--- src/rtl/uart_rx_fifo_if.sv ---
// Core-facing read/status port of the UART receive FIFO.
// The core is the master: it pops bytes and clears the sticky error flags.
interface uart_rx_fifo_if #(
    parameter int FIFO_DEPTH = 16
);
    localparam int CW = $clog2(FIFO_DEPTH) + 1;

    logic          rd;
    logic          clr_err;
    logic [7:0]    dout;
    logic          empty;
    logic [CW-1:0] count;
    logic          overrun;
    logic          framing_err;
    logic          rts;

    modport master (
        output rd, clr_err,
        input  dout, empty, count, overrun, framing_err, rts
    );

    modport slave (
        input  rd, clr_err,
        output dout, empty, count, overrun, framing_err, rts
    );
endinterface

--- src/rtl/uart_rx_fifo.sv ---
// 8N1 UART receiver (9600/300 baud, 16x oversampled) feeding a show-ahead FIFO,
// with sticky overrun/framing flags and RTS hysteresis on the fill level.
module uart_rx_fifo #(
    parameter int CLK_HZ     = 50_000_000,
    parameter int FIFO_DEPTH = 16,
    parameter int RTS_HI     = 12,
    parameter int RTS_LO     = 8
) (
    input  logic          clk,
    input  logic          n_reset,
    input  logic          baud_rate,
    input  logic          rxd,
    uart_rx_fifo_if.slave bus
);
    localparam int AW       = $clog2(FIFO_DEPTH);
    localparam int CW       = AW + 1;
    localparam int DIV_FAST = (CLK_HZ + 9600 * 8) / (9600 * 16);
    localparam int DIV_SLOW = (CLK_HZ + 300 * 8) / (300 * 16);
    localparam int DW       = $clog2(DIV_SLOW + 1);

    typedef enum logic [1:0] {IDLE, START, DATA, STOP} state_t;

    logic          rx_meta;
    logic          rxs;
    logic          baud_q;
    logic          baud_chg;
    logic [DW-1:0] div_cnt;
    logic [DW-1:0] div_max;
    logic          div_clr;
    logic          tick;

    state_t        state, state_nxt;
    logic [3:0]    smp_cnt, smp_nxt;
    logic [2:0]    bit_cnt, bit_nxt;
    logic [7:0]    shreg, sh_nxt;
    logic          push;
    logic          ferr_set;

    logic [7:0]    mem [FIFO_DEPTH];
    logic [AW:0]   wr_ptr, rd_ptr;
    logic [CW-1:0] fill;
    logic          empty_i;
    logic          full;
    logic          do_wr;
    logic          do_rd;
    logic          overrun_q;
    logic          ferr_q;
    logic          rts_q;

    // NOTE: sequential state uses non-blocking assignments so every flop samples pre-edge values.
    always_ff @(posedge clk or negedge n_reset) begin
        if (!n_reset) begin
            rx_meta <= 1'b1;
            rxs     <= 1'b1;
            baud_q  <= 1'b0;
        end else begin
            rx_meta <= rxd;
            rxs     <= rx_meta;
            baud_q  <= baud_rate;
        end
    end

    assign baud_chg = (baud_rate != baud_q);
    assign div_max  = baud_rate ? DW'(DIV_SLOW - 1) : DW'(DIV_FAST - 1);
    assign tick     = (div_cnt == div_max);

    always_ff @(posedge clk or negedge n_reset) begin
        if (!n_reset)
            div_cnt <= '0;
        else if (div_clr || tick)
            div_cnt <= '0;
        else
            div_cnt <= div_cnt + DW'(1);
    end

    always_ff @(posedge clk or negedge n_reset) begin
        if (!n_reset) begin
            state   <= IDLE;
            smp_cnt <= '0;
            bit_cnt <= '0;
            shreg   <= '0;
        end else begin
            state   <= state_nxt;
            smp_cnt <= smp_nxt;
            bit_cnt <= bit_nxt;
            shreg   <= sh_nxt;
        end
    end

    // NOTE: every output of this block gets a default first, so no path can infer a latch.
    always_comb begin
        state_nxt = state;
        smp_nxt   = smp_cnt;
        bit_nxt   = bit_cnt;
        sh_nxt    = shreg;
        push      = 1'b0;
        ferr_set  = 1'b0;
        div_clr   = 1'b0;
        if (baud_chg) begin
            state_nxt = IDLE;
            smp_nxt   = '0;
            bit_nxt   = '0;
            div_clr   = 1'b1;
        end else begin
            unique case (state)
                IDLE: begin
                    if (!rxs) begin
                        state_nxt = START;
                        smp_nxt   = '0;
                        div_clr   = 1'b1;
                    end
                end
                START: begin
                    if (tick) begin
                        if (smp_cnt == 4'd7) begin
                            smp_nxt   = '0;
                            bit_nxt   = '0;
                            state_nxt = rxs ? IDLE : DATA;
                        end else begin
                            smp_nxt = smp_cnt + 4'd1;
                        end
                    end
                end
                DATA: begin
                    // The 4-bit sample counter wraps 15 -> 0 exactly at each mid-bit sample.
                    if (tick) begin
                        smp_nxt = smp_cnt + 4'd1;
                        if (smp_cnt == 4'd15) begin
                            sh_nxt  = {rxs, shreg[7:1]};
                            bit_nxt = bit_cnt + 3'd1;
                            if (bit_cnt == 3'd7)
                                state_nxt = STOP;
                        end
                    end
                end
                STOP: begin
                    if (tick) begin
                        smp_nxt = smp_cnt + 4'd1;
                        if (smp_cnt == 4'd15) begin
                            push      = rxs;
                            ferr_set  = !rxs;
                            state_nxt = IDLE;
                        end
                    end
                end
                default: state_nxt = IDLE;
            endcase
        end
    end

    assign fill    = wr_ptr - rd_ptr;
    assign empty_i = (wr_ptr == rd_ptr);
    assign full    = (fill == CW'(FIFO_DEPTH));
    assign do_rd   = bus.rd && !empty_i;
    assign do_wr   = push && (!full || bus.rd);

    // NOTE: the storage array has no reset; pointers alone define validity and dout is masked when empty.
    always_ff @(posedge clk) begin
        if (do_wr)
            mem[wr_ptr[AW-1:0]] <= shreg;
    end

    always_ff @(posedge clk or negedge n_reset) begin
        if (!n_reset) begin
            wr_ptr <= '0;
            rd_ptr <= '0;
        end else begin
            if (do_wr)
                wr_ptr <= wr_ptr + (AW + 1)'(1);
            if (do_rd)
                rd_ptr <= rd_ptr + (AW + 1)'(1);
        end
    end

    // Error set takes priority over a clear in the same cycle.
    always_ff @(posedge clk or negedge n_reset) begin
        if (!n_reset) begin
            overrun_q <= 1'b0;
            ferr_q    <= 1'b0;
        end else begin
            if (push && full && !bus.rd)
                overrun_q <= 1'b1;
            else if (bus.clr_err)
                overrun_q <= 1'b0;
            if (ferr_set)
                ferr_q <= 1'b1;
            else if (bus.clr_err)
                ferr_q <= 1'b0;
        end
    end

    always_ff @(posedge clk or negedge n_reset) begin
        if (!n_reset)
            rts_q <= 1'b0;
        else if (fill >= CW'(RTS_HI))
            rts_q <= 1'b1;
        else if (fill <= CW'(RTS_LO))
            rts_q <= 1'b0;
    end

    assign bus.dout        = empty_i ? 8'h00 : mem[rd_ptr[AW-1:0]];
    assign bus.empty       = empty_i;
    assign bus.count       = fill;
    assign bus.overrun     = overrun_q;
    assign bus.framing_err = ferr_q;
    assign bus.rts         = rts_q;
endmodule

--- src/flat_wrapper.sv ---
// flat-port wrapper written by rule: the top's interface ports become plain ports
module uart_rx_fifo_flat 
#(
    parameter int CLK_HZ     = 50_000_000,
    parameter int FIFO_DEPTH = 16,
    parameter int RTS_HI     = 12,
    parameter int RTS_LO     = 8
)
  (clk, n_reset, baud_rate, rxd, bus_rd, bus_clr_err, bus_dout, bus_empty, bus_count, bus_overrun, bus_framing_err, bus_rts);
  uart_rx_fifo_if #(.FIFO_DEPTH(FIFO_DEPTH)) bus_i ();
  input  logic clk;
  input  logic n_reset;
  input  logic baud_rate;
  input  logic rxd;
  input wire logic [$bits(bus_i.rd)-1:0] bus_rd;
  input wire logic [$bits(bus_i.clr_err)-1:0] bus_clr_err;
  output wire logic [$bits(bus_i.dout)-1:0] bus_dout;
  output wire logic [$bits(bus_i.empty)-1:0] bus_empty;
  output wire logic [$bits(bus_i.count)-1:0] bus_count;
  output wire logic [$bits(bus_i.overrun)-1:0] bus_overrun;
  output wire logic [$bits(bus_i.framing_err)-1:0] bus_framing_err;
  output wire logic [$bits(bus_i.rts)-1:0] bus_rts;
  assign bus_i.rd = bus_rd;
  assign bus_i.clr_err = bus_clr_err;
  assign bus_dout = bus_i.dout;
  assign bus_empty = bus_i.empty;
  assign bus_count = bus_i.count;
  assign bus_overrun = bus_i.overrun;
  assign bus_framing_err = bus_i.framing_err;
  assign bus_rts = bus_i.rts;
  uart_rx_fifo #(.CLK_HZ(CLK_HZ), .FIFO_DEPTH(FIFO_DEPTH), .RTS_HI(RTS_HI), .RTS_LO(RTS_LO)) u_core (.clk(clk), .n_reset(n_reset), .baud_rate(baud_rate), .rxd(rxd), .bus(bus_i));
endmodule
--- config.mk ---
export PLATFORM = sky130hd
export DESIGN_NAME = uart_rx_fifo_flat
export DESIGN_NICKNAME = d
export VERILOG_FILES = /design/src/rtl/uart_rx_fifo_if.sv /design/src/rtl/uart_rx_fifo.sv /design/src/flat_wrapper.sv
export SDC_FILE = /design/constraint.sdc
export NUM_CORES = 1
export LEC_CHECK = 0
export CORE_UTILIZATION = 30
export DETAILED_ROUTE_END_ITERATION = 8
export GPL_TIMING_DRIVEN = 1
export PLACE_DENSITY_LB_ADDON = 0.05
export SETUP_SLACK_MARGIN = 0.5
export SYNTH_ARGS = -nofsm -noshare
export SYNTH_HDL_FRONTEND = slang
export SYNTH_SLANG_ARGS = --single-unit
--- constraint.sdc ---
create_clock -name clk -period 4.42 [get_ports clk]
set_input_delay 0.884 -clock clk [delete_from_list [all_inputs] [get_ports clk]]
set_output_delay 0.884 -clock clk [all_outputs]
set_load 0.01 [all_outputs]
==> results of run 1 <==
## worst max-delay path, cell delays in order (launching register included)
cell and delay, ns:
dfrtp_2 0.37, buf_12 0.26, mux4_2 0.61, mux4_2 0.50
nor2b_1 0.16, clkdlybuf4s50_1 0.47
## cell usage in the layout (no fill, tap or decap), drive strengths merged, types with 9 or more instances in the layout
cell type | netlist | layout
mux4 | 40 | 40
nand2 | 13 | 13
mux2 | 9 | 9
clkdlybuf4s50 | 0 | 21
dfrtp | 45 | 45
nor2 | 28 | 28
clkbuf | 8 | 17
xor2 | 11 | 11
edfxtp | 128 | 128
nor2b | 14 | 14
nand3 | 10 | 10
buf | 7 | 10
ha | 18 | 18
o21ai | 9 | 9
xnor2 | 14 | 14
and3 | 20 | 20
inv | 18 | 27
## path summary, 6_finish.rpt
| kind | start | end | slack (ns) | cells after the start |
|---|---|---|---|---|
| max reg2reg | u_core.rd_ptr[0]$_DFFE_PN0P_ | u_core.mem[1][3]$_DFFE_PP_ | 1.22 | 10 |
| max | u_core.rd_ptr[0]$_DFFE_PN0P_ | bus_dout[7] | 0.70 | 5 |
| max in group asynchronous | n_reset | u_core.rd_ptr[0]$_DFFE_PN0P_ | 3.41 | 2 |
| min | u_core.rx_meta$_DFF_PN1_ | u_core.rxs$_DFF_PN1_ | 0.36 | 0 |
| min reg2reg | u_core.rx_meta$_DFF_PN1_ | u_core.rxs$_DFF_PN1_ | 0.36 | 0 |
| min in group asynchronous | n_reset | u_core.div_cnt[5]$_DFF_PN0_ | 0.56 | 2 |
## cell families (layout without fill, tap and decap cells)
group / Yosys count / after routing
AOI/OAI and AO/OA: 40 / 40
buffers and inverters: 33 / 81
xor gates and xnor gates: 25 / 25
DFF: 175 / 175
muxes: 49 / 49
adders and majority gates: 19 / 19
and+or+nand+nor: 118 / 118
## power by group
group          switching [mW]  total, mW  internal [mW]
combinational           0.415      0.776          0.361
clock                   0.679       1.48          0.797
sequential             0.0679       1.85           1.78
## sequential cells by signal (all words and copies together), names as in the netlist, 2 cells and up
name            cells
u_core.bit_cnt      3
u_core.div_cnt     14
u_core.mem        128
u_core.rd_ptr       5
u_core.shreg        8
u_core.smp_cnt      4
u_core.state        2
u_core.wr_ptr       5
## layer usage
| layer | part of all wire [%] | global-route usage [%] |
|---|---|---|
| met5 | 0 | 0 |
| met4 | 0.71 | 3.60 |
| met3 | 4.7 | 3.26 |
| met2 | 48 | 23.3 |
| met1 | 47 | 21.3 |
## final cells by class
class	count	area, um^2	area share (%)
sequential	175	5020	57.0
multi-input combinational	251	2440	27.7
clock buffer	17	425	4.83
tap	324	405	4.60
timing repair buffer	31	299	3.40
clock inverter	15	149	1.69
inverter	18	67.6	0.767
## metrics by stage
| step | hold slack [ns] | std cells | total power [mW] |
|---|---|---|---|
| floorplan | 0.345 | 459 | 2.42 |
| global placement | 0.350 | 799 | 2.68 |
| detailed placement | 0.348 | 799 | 2.69 |
| CTS | 0.359 | 831 | 4.17 |
| global route | 0.366 | 831 | 4.31 |
| finish | 0.358 | 831 | 4.10 |
==> results.json, run 1 <==
{
  "status": "complete, no violations",
  "p_leak_nw": 3.51,
  "rows": 57,
  "finalWeightedCongestion": 0.727,
  "fin_skew_ns": 0.0133,
  "die-area_um2": 26000,
  "clockBufferDepth": 2,
  "grt_pass1_wl_um": 28300,
  "yosys-top-cells-area": "edfxtp_1 51%, dfrtp_1 15%, mux4_2 12%, ha_1 3.0%, and3_1 1.6%",
  "final_util_pct": 35.8,
  "power_density_nw_per_um2": 466,
  "cts_max_level": 4,
  "placement.io_buffers": 22,
  "ant_nets": 0,
  "clkTransAtPathRegs_ns": 0.07,
  "rsz0062_at_grt": "false",
  "grt.overflow.total": 0,
  "synth-edff-count": 128,
  "hold_violations": 0,
  "cts_setup_buffers": 0,
  "io_pins": 23,
  "final_area_um2": 8810,
  "cts_tree": "built",
  "fin_ws_ns": 0.698,
  "netlist_instances": 459,
  "cts_made_buffers": 17,
  "die_h_um": 161,
  "start_util_pct": 30.9,
  "cts_resized": 0,
  "syn2layout_area_growth_pct": 15.9,
  "worstPathRequired_ns": 3.54,
  "drv_cap": 0,
  "drc": 0,
  "synthAdderAreaFrac_pct": 3.23,
  "fin_nets": 519,
  "synth-main-ff-cell": "edfxtp_1",
  "drt_iter0_drc": 265,
  "synth_area_um2": 7600,
  "pre_cts_slack_ns": 0.457,
  "yosysMostFrequentCell": "edfxtp_1",
  "syn_area_per_cell_um2": 16.6,
  "diodes": 0,
  "synthArstFlopShare_pct": 26.9,
  "core_um2": 24600,
  "synthSimpleGateAreaFrac_pct": 8.92,
  "grt_pass1_vias": 4416,
  "grt_max_degree": 48,
  "track_usage_pct": 15.0,
  "antenna_found_initial": 0,
  "synth_compound_area_share_pct": 3.85,
  "muxShareOfSynthArea_pct": 13.2,
  "drt_pass1_iterations": 4,
  "nFillCells": 2340,
  "setup_viol": 0,
  "clockRootBuffer": "clkbuf_16",
  "drive_above_1_share_pct": 19.9,
  "yosysSeqAreaShare_pct": 66.1,
  "synth_cell_types": 55,
  "vias_per_cell": 4.93,
  "path_class": "reg -> out",
  "slew_headroom_pct": 45.1,
  "via_count": 4096,
  "crit_path_start_kind": "register",
  "timing.final.max_slew_violations": 0,
  "hold_path_class": "reg -> reg",
  "yosysTopAreaCell": "edfxtp_1",
  "tightest_slew_ns": 0.824,
  "wl_um": 18000,
  "cts_hold_repair.buffers": 0,
  "yosys_register_bits": 175,
  "yosysWarnings": 0,
  "cp_max_fo": 36,
  "period_minus_slack_ns": 3.72,
  "synth.net_count": 484,
  "setup-tns-final_ns": 0,
  "min_period_over_period_pct": 84.2,
  "hpwlAfterDp_um": 12300,
  "max-vdd-ir-drop_mv": 0.272,
  "insertion_delay_ns": 0.43,
  "max_freq_mhz": 269,
  "synthXorXnorAreaFrac_pct": 2.88,
  "synth_top_area_share_pct": 50.6,
  "synth_top_family_by_area": "multiplexers",
  "chipWidth_um": 161,
  "cts_sinks": 175,
  "wire_per_inst_um": 21.7,
  "placed_area_um2": 8230,
  "worst_setup_path_end_kind": "output port",
  "netlist_top_cells_count": "128 x edfxtp_1, 45 x dfrtp_1, 40 x mux4_2",
  "arrival_ns": 2.84
}
Power figures use the tool's default switching activity.
==> run 2: changes to the inputs <==
==> constraint.sdc (replaced) <==
create_clock -name clk -period 3.2 [get_ports clk]
set_input_delay 0.64 -clock clk [delete_from_list [all_inputs] [get_ports clk]]
set_output_delay 0.64 -clock clk [all_outputs]
set_load 0.01 [all_outputs]
==> results.json, run 2 (same netlist as run 1, synthesis figures left out) <==
{
  "finalWeightedCongestion": 0.773,
  "ff_latch_area_um2": 5030,
  "drt_pass1_iterations": 4,
  "path_class": "reg -> out",
  "grt.overflow.total": 0,
  "wl_um": 18800,
  "insertion_delay_ns": 0.43,
  "timing.final.max_slew_violations": 0,
  "placed_area_um2": 8480,
  "rsz0062_at_grt": "true",
  "tightest_slew_ns": 0.996,
  "final_area_um2": 9600,
  "multi_input_area_um2": 2670,
  "slowest_delay_ns": 0.53,
  "min_period_over_period_pct": 98.5,
  "drv_cap": 0,
  "grt-busiest-layer": "met2",
  "pre_cts_slack_ns": -0.0184,
  "diodes": 0,
  "hold_violations": 0,
  "syn2layout_area_growth_pct": 26.3,
  "via_count": 4267,
  "hpwlAfterDp_um": 12400,
  "track_usage_pct": 15.3,
  "worstPathRequired_ns": 2.56,
  "clkTransAtPathRegs_ns": 0.07,
  "crit_chain": "buf_12 -> buf_6 -> mux4_2 -> mux4_2 -> nor2b_1 -> buf_2",
  "crit_path_start_kind": "register",
  "critPathSlowestCell": "mux4_2",
  "grt_pass1_vias": 4489,
  "period_minus_slack_ns": 3.15,
  "cts_hold_repair.buffers": 0,
  "clockRootBuffer": "clkbuf_16",
  "grt_max_degree": 44,
  "placement.io_buffers": 22,
  "p_leak_nw": 3.85,
  "vias_per_cell": 4.83,
  "ant_nets": 0,
  "drive_above_1_share_pct": 36.5,
  "cts_sinks": 175,
  "fin_skew_ns": 0.0120,
  "core_um2": 24600,
  "chipWidth_um": 161,
  "cts_made_buffers": 17,
  "wire_per_inst_um": 21.3,
  "grt_use_met3_pct": 2.39,
  "die_h_um": 161,
  "drc": 0,
  "fin_hold_ws_ns": 0.358,
  "io_pins": 23,
  "final_common_cell": "edfxtp_1",
  "setup_viol": 0,
  "grt_util_met2_pct": 25.2,
  "grt_pass1_wl_um": 28600,
  "die-area_um2": 26000,
  "max_freq_mhz": 317,
  "p_total_mw": 6.26,
  "start_util_pct": 30.9,
  "largest_register_ffs": 128,
  "cp_common_cell": "mux4_2",
  "worst_setup_path_end_kind": "output port",
  "hold_path_class": "reg -> reg",
  "arrival_ns": 2.51,
  "fin_ws_ns": 0.0482,
  "drt_iter0_drc": 243,
  "cts_tree": "built",
  "power_density_nw_per_um2": 652,
  "nFillCells": 2294,
  "setup-tns-final_ns": 0,
  "slew_headroom_pct": 33.6,
  "fin_nets": 571,
  "antenna_found_initial": 0,
  "mostFrequentLayoutCells": "128 x edfxtp_1, 42 x dfrtp_1, 40 x mux4_2",
  "rows": 57,
  "status": "complete, no violations",
  "max-vdd-ir-drop_mv": 0.314,
  "cts_max_level": 4,
  "clockBufferDepth": 2,
  "cp_max_fo": 8,
  "use_met1_pct": 20.7
}
[run 2: cell types whose count changed in the layout (fill, tap and decap cells not counted), sizes merged]
cell           previous run  this run
nand3                    10        11
buf                      10        74
clkinvlp                  0         2
clkinv                    5         6
bufinv                    1         2
dlymetal6s2s              0         1
clkdlybuf4s50            21         7
inv                      27        23
[run 2: timing repair]
item,4_1_cts,5_1_grt
cloned,2,1
gates resized for setup,98,22
pin swaps,6,6
buffers inserted,23,7
setup endpoints to repair,143,150
[run 2: layout make-up]
| cell class | count | share of cell area (%) |
|---|---|---|
| Clock buffer | 17 | 4.43 |
| Clock inverter | 15 | 1.65 |
| Inverter | 18 | 0.704 |
| Multi-Input combinational cell | 252 | 27.8 |
| Sequential cell | 175 | 52.3 |
| Tap cell | 324 | 4.22 |
| Timing Repair Buffer | 82 | 8.84 |
[run 2: routing by layer]
metal | part of all wire, % | wire [um]
met5 | 0 | 0
met4 | 1.4 | 269
met3 | 1.9 | 363
met1 | 47 | 8780
met2 | 50 | 9390
[run 2: per-stage QoR]
step                      cells  utilization [%]
after global routing        883             39.0
after floorplan             459                -
after CTS                   875             38.4
final                       883             39.0
after detailed placement    818             34.5
after global placement      818             34.5
[run 2: path summary, 6_finish.rpt]
kind | startpoint | to | slack [ns] | cells after the start
worst max-delay path | u_core.rd_ptr[0]$_DFFE_PN0P_ | bus_dout[3] | 0.05 | 6
worst min-delay path | u_core.rx_meta$_DFF_PN1_ | u_core.rxs$_DFF_PN1_ | 0.36 | 0
worst max register to register | u_core.rd_ptr[0]$_DFFE_PN0P_ | u_core.mem[15][6]$_DFFE_PP_ | 0.12 | 13
worst min register to register | u_core.rx_meta$_DFF_PN1_ | u_core.rxs$_DFF_PN1_ | 0.36 | 0
max in group asynchronous | n_reset | u_core.wr_ptr[2]$_DFFE_PN0P_ | 2.15 | 1
min in group asynchronous | n_reset | u_core.div_cnt[4]$_DFF_PN0_ | 0.38 | 1
[run 2: report_power, final]
group | internal (mW) | switching, mW
clock | 1.16 | 0.917
sequential | 2.46 | 0.0774
combinational | 0.882 | 0.760
[run 2: critical path: cells and delay by family (launching register included)]
family | cells | cell delay (ns)
buf+inv | 3 | 0.42
flops | 1 | 0.49
mux | 2 | 1.02
simple gates | 1 | 0.14
==> run 3: changes to the inputs <==
--- a/config.mk
+++ b/config.mk
@@ -7,7 +7,7 @@
 export LEC_CHECK = 0
 export CORE_UTILIZATION = 30
 export DETAILED_ROUTE_END_ITERATION = 8
-export GPL_TIMING_DRIVEN = 1
+export GPL_TIMING_DRIVEN = 0
 export PLACE_DENSITY_LB_ADDON = 0.05
 export SETUP_SLACK_MARGIN = 0.5
 export SYNTH_ARGS = -nofsm -noshare
==> results.json, run 3 (same netlist as run 1, synthesis figures left out) <==
{
  "cp_common_cell": "mux4_2",
  "rsz0062_at_grt": "true",
  "crit_path_start_kind": "register",
  "status": "complete, no violations",
  "arrival_ns": 2.49,
  "worstSetupPathDepth": 7,
  "path_class": "reg -> out",
  "grt.overflow.total": 0,
  "reg2regPathDepth": 13,
  "start_util_pct": 30.9,
  "nFillCells": 2296,
  "grt_pass1_wl_um": 27800,
  "wire_per_inst_um": 20.3,
  "antenna_found_initial": 0,
  "diodes": 0,
  "ff2ff_setup_slack_ns": 0.41,
  "rr_startpoint": "u_core.rd_ptr[1]$_DFFE_PN0P_",
  "slowest_delay_ns": 0.47,
  "crit_end": "bus_dout[5]",
  "fin_nets": 566,
  "p_leak_nw": 3.81,
  "drv_cap": 0,
  "clkTransAtPathRegs_ns": 0.07,
  "fin_hold_ws_ns": 0.151,
  "via_count": 4226,
  "drive_above_1_share_pct": 35.4,
  "wl_um": 17800,
  "p_total_mw": 6.48,
  "use_met1_pct": 19.4,
  "hpwlAfterDp_um": 11800,
  "max_freq_mhz": 319,
  "cts_made_buffers": 17,
  "grt-busiest-layer": "met2",
  "grt_max_degree": 31,
  "setup-tns-final_ns": 0,
  "vias_per_cell": 4.81,
  "critical_path.top_delay_family": "multiplexers",
  "cp_max_fo": 8,
  "finalWeightedCongestion": 0.777,
  "clockRootBuffer": "clkbuf_16",
  "chipWidth_um": 161,
  "timing.final.max_slew_violations": 0,
  "die_h_um": 161,
  "worst_setup_path_end_kind": "output port",
  "io_pins": 23,
  "crit_start": "u_core.rd_ptr[0]$_DFFE_PN0P_",
  "grt_pass1_vias": 4546,
  "period_minus_slack_ns": 3.13,
  "power_density_nw_per_um2": 676,
  "placement.io_buffers": 22,
  "drc": 0,
  "instances_no_fill": 878,
  "post-place-cells": 806,
  "grt_use_met3_pct": 2.59,
  "cts_hold_repair.buffers": 0,
  "track_usage_pct": 14.6,
  "placed_area_um2": 8320,
  "crit_chain": "buf_8 -> buf_12 -> buf_6 -> mux4_2 -> mux4_2 -> nor2b_1 -> buf_2",
  "hold_path_class": "in -> async",
  "insertion_delay_ns": 0.43,
  "r2r_end": "u_core.mem[3][5]$_DFFE_PP_",
  "hold_violations": 0,
  "cts_tree": "built",
  "syn2layout_area_growth_pct": 26.0,
  "min_period_over_period_pct": 97.9,
  "final_common_cell": "edfxtp_1",
  "worstPathRequired_ns": 2.56,
  "mostFrequentLayoutCells": "128 x edfxtp_1, 43 x dfrtp_1, 40 x mux4_2",
  "slew_headroom_pct": 59.8,
  "drt_pass1_iterations": 5,
  "final_area_um2": 9580,
  "rows": 57,
  "cts_sinks": 175,
  "largest_register_ffs": 128,
  "ant_nets": 0,
  "drt_iter0_drc": 190,
  "grt_util_met2_pct": 24.5,
  "critPathBufInv": 4,
  "setup_viol": 0,
  "fin_skew_ns": 0.0147,
  "die-area_um2": 26000,
  "critPathSlowestCell": "mux4_2",
  "clockBufferDepth": 2,
  "cts_max_level": 4,
  "tightest_slew_ns": 0.602,
  "max-vdd-ir-drop_mv": 0.329,
  "core_um2": 24600
}
-- run 3: final cells by class --
cell class	count	area [um^2]	share of cell area [%]
repair buffers	63	612	6.39
clock buffers	17	425	4.44
plain buffers	15	185	1.93
flip-flops and latches	175	5020	52.5
multi-input cells	251	2670	27.8
inverters	18	85.1	0.888
well taps	324	405	4.23
clock inverters	15	174	1.82
-- run 3: routing by layer --
layer | share of wire (%) | wire length (um) | vias up
li1 | - | - | 1949
met1 | 46 | 8180 | 2224
met2 | 51 | 9030 | 43
met3 | 2.5 | 454 | 10
met4 | 1.0 | 178 | 0
met5 | 0 | 0 | -
-- run 3: where the power goes --
group | internal [mW] | total (mW) | switching [mW]
combinational | 0.962 | 1.83 | 0.870
clock | 1.18 | 2.12 | 0.936
sequential | 2.46 | 2.53 | 0.0654
-- run 3: how the worst min path moves through the flow --
stage,from,to,slack (ns),cells past startpoint
6_report,n_reset,u_core.div_cnt[9]$_DFF_PN0_,0.15,1
5_1_grt,n_reset,u_core.div_cnt[9]$_DFF_PN0_,0.17,1
4_1_cts,n_reset,u_core.div_cnt[9]$_DFF_PN0_,0.15,1
3_5_place_dp,u_core.rx_meta$_DFF_PN1_,u_core.rxs$_DFF_PN1_,0.35,0
3_3_place_gp,u_core.rx_meta$_DFF_PN1_,u_core.rxs$_DFF_PN1_,0.35,0
2_1_floorplan,n_reset,u_core.baud_q$_DFF_PN0_,0.34,0
-- run 3: through the flow --
step / utilization [%] / setup WS, ns
after floorplan: - / 0.502
after global placement: 33.8 / -0.857
after detailed placement: 33.8 / -0.907
after CTS: 38.0 / 0.0201
after global routing: 38.9 / -0.0117
final: 38.9 / 0.0663
-- run 3: what timing repair did --
action	4_1_cts	5_1_grt
pin swaps	6	6
cloned	2	1
setup buffers	25	12
setup endpoints to repair	164	142
gates resized for setup	105	27
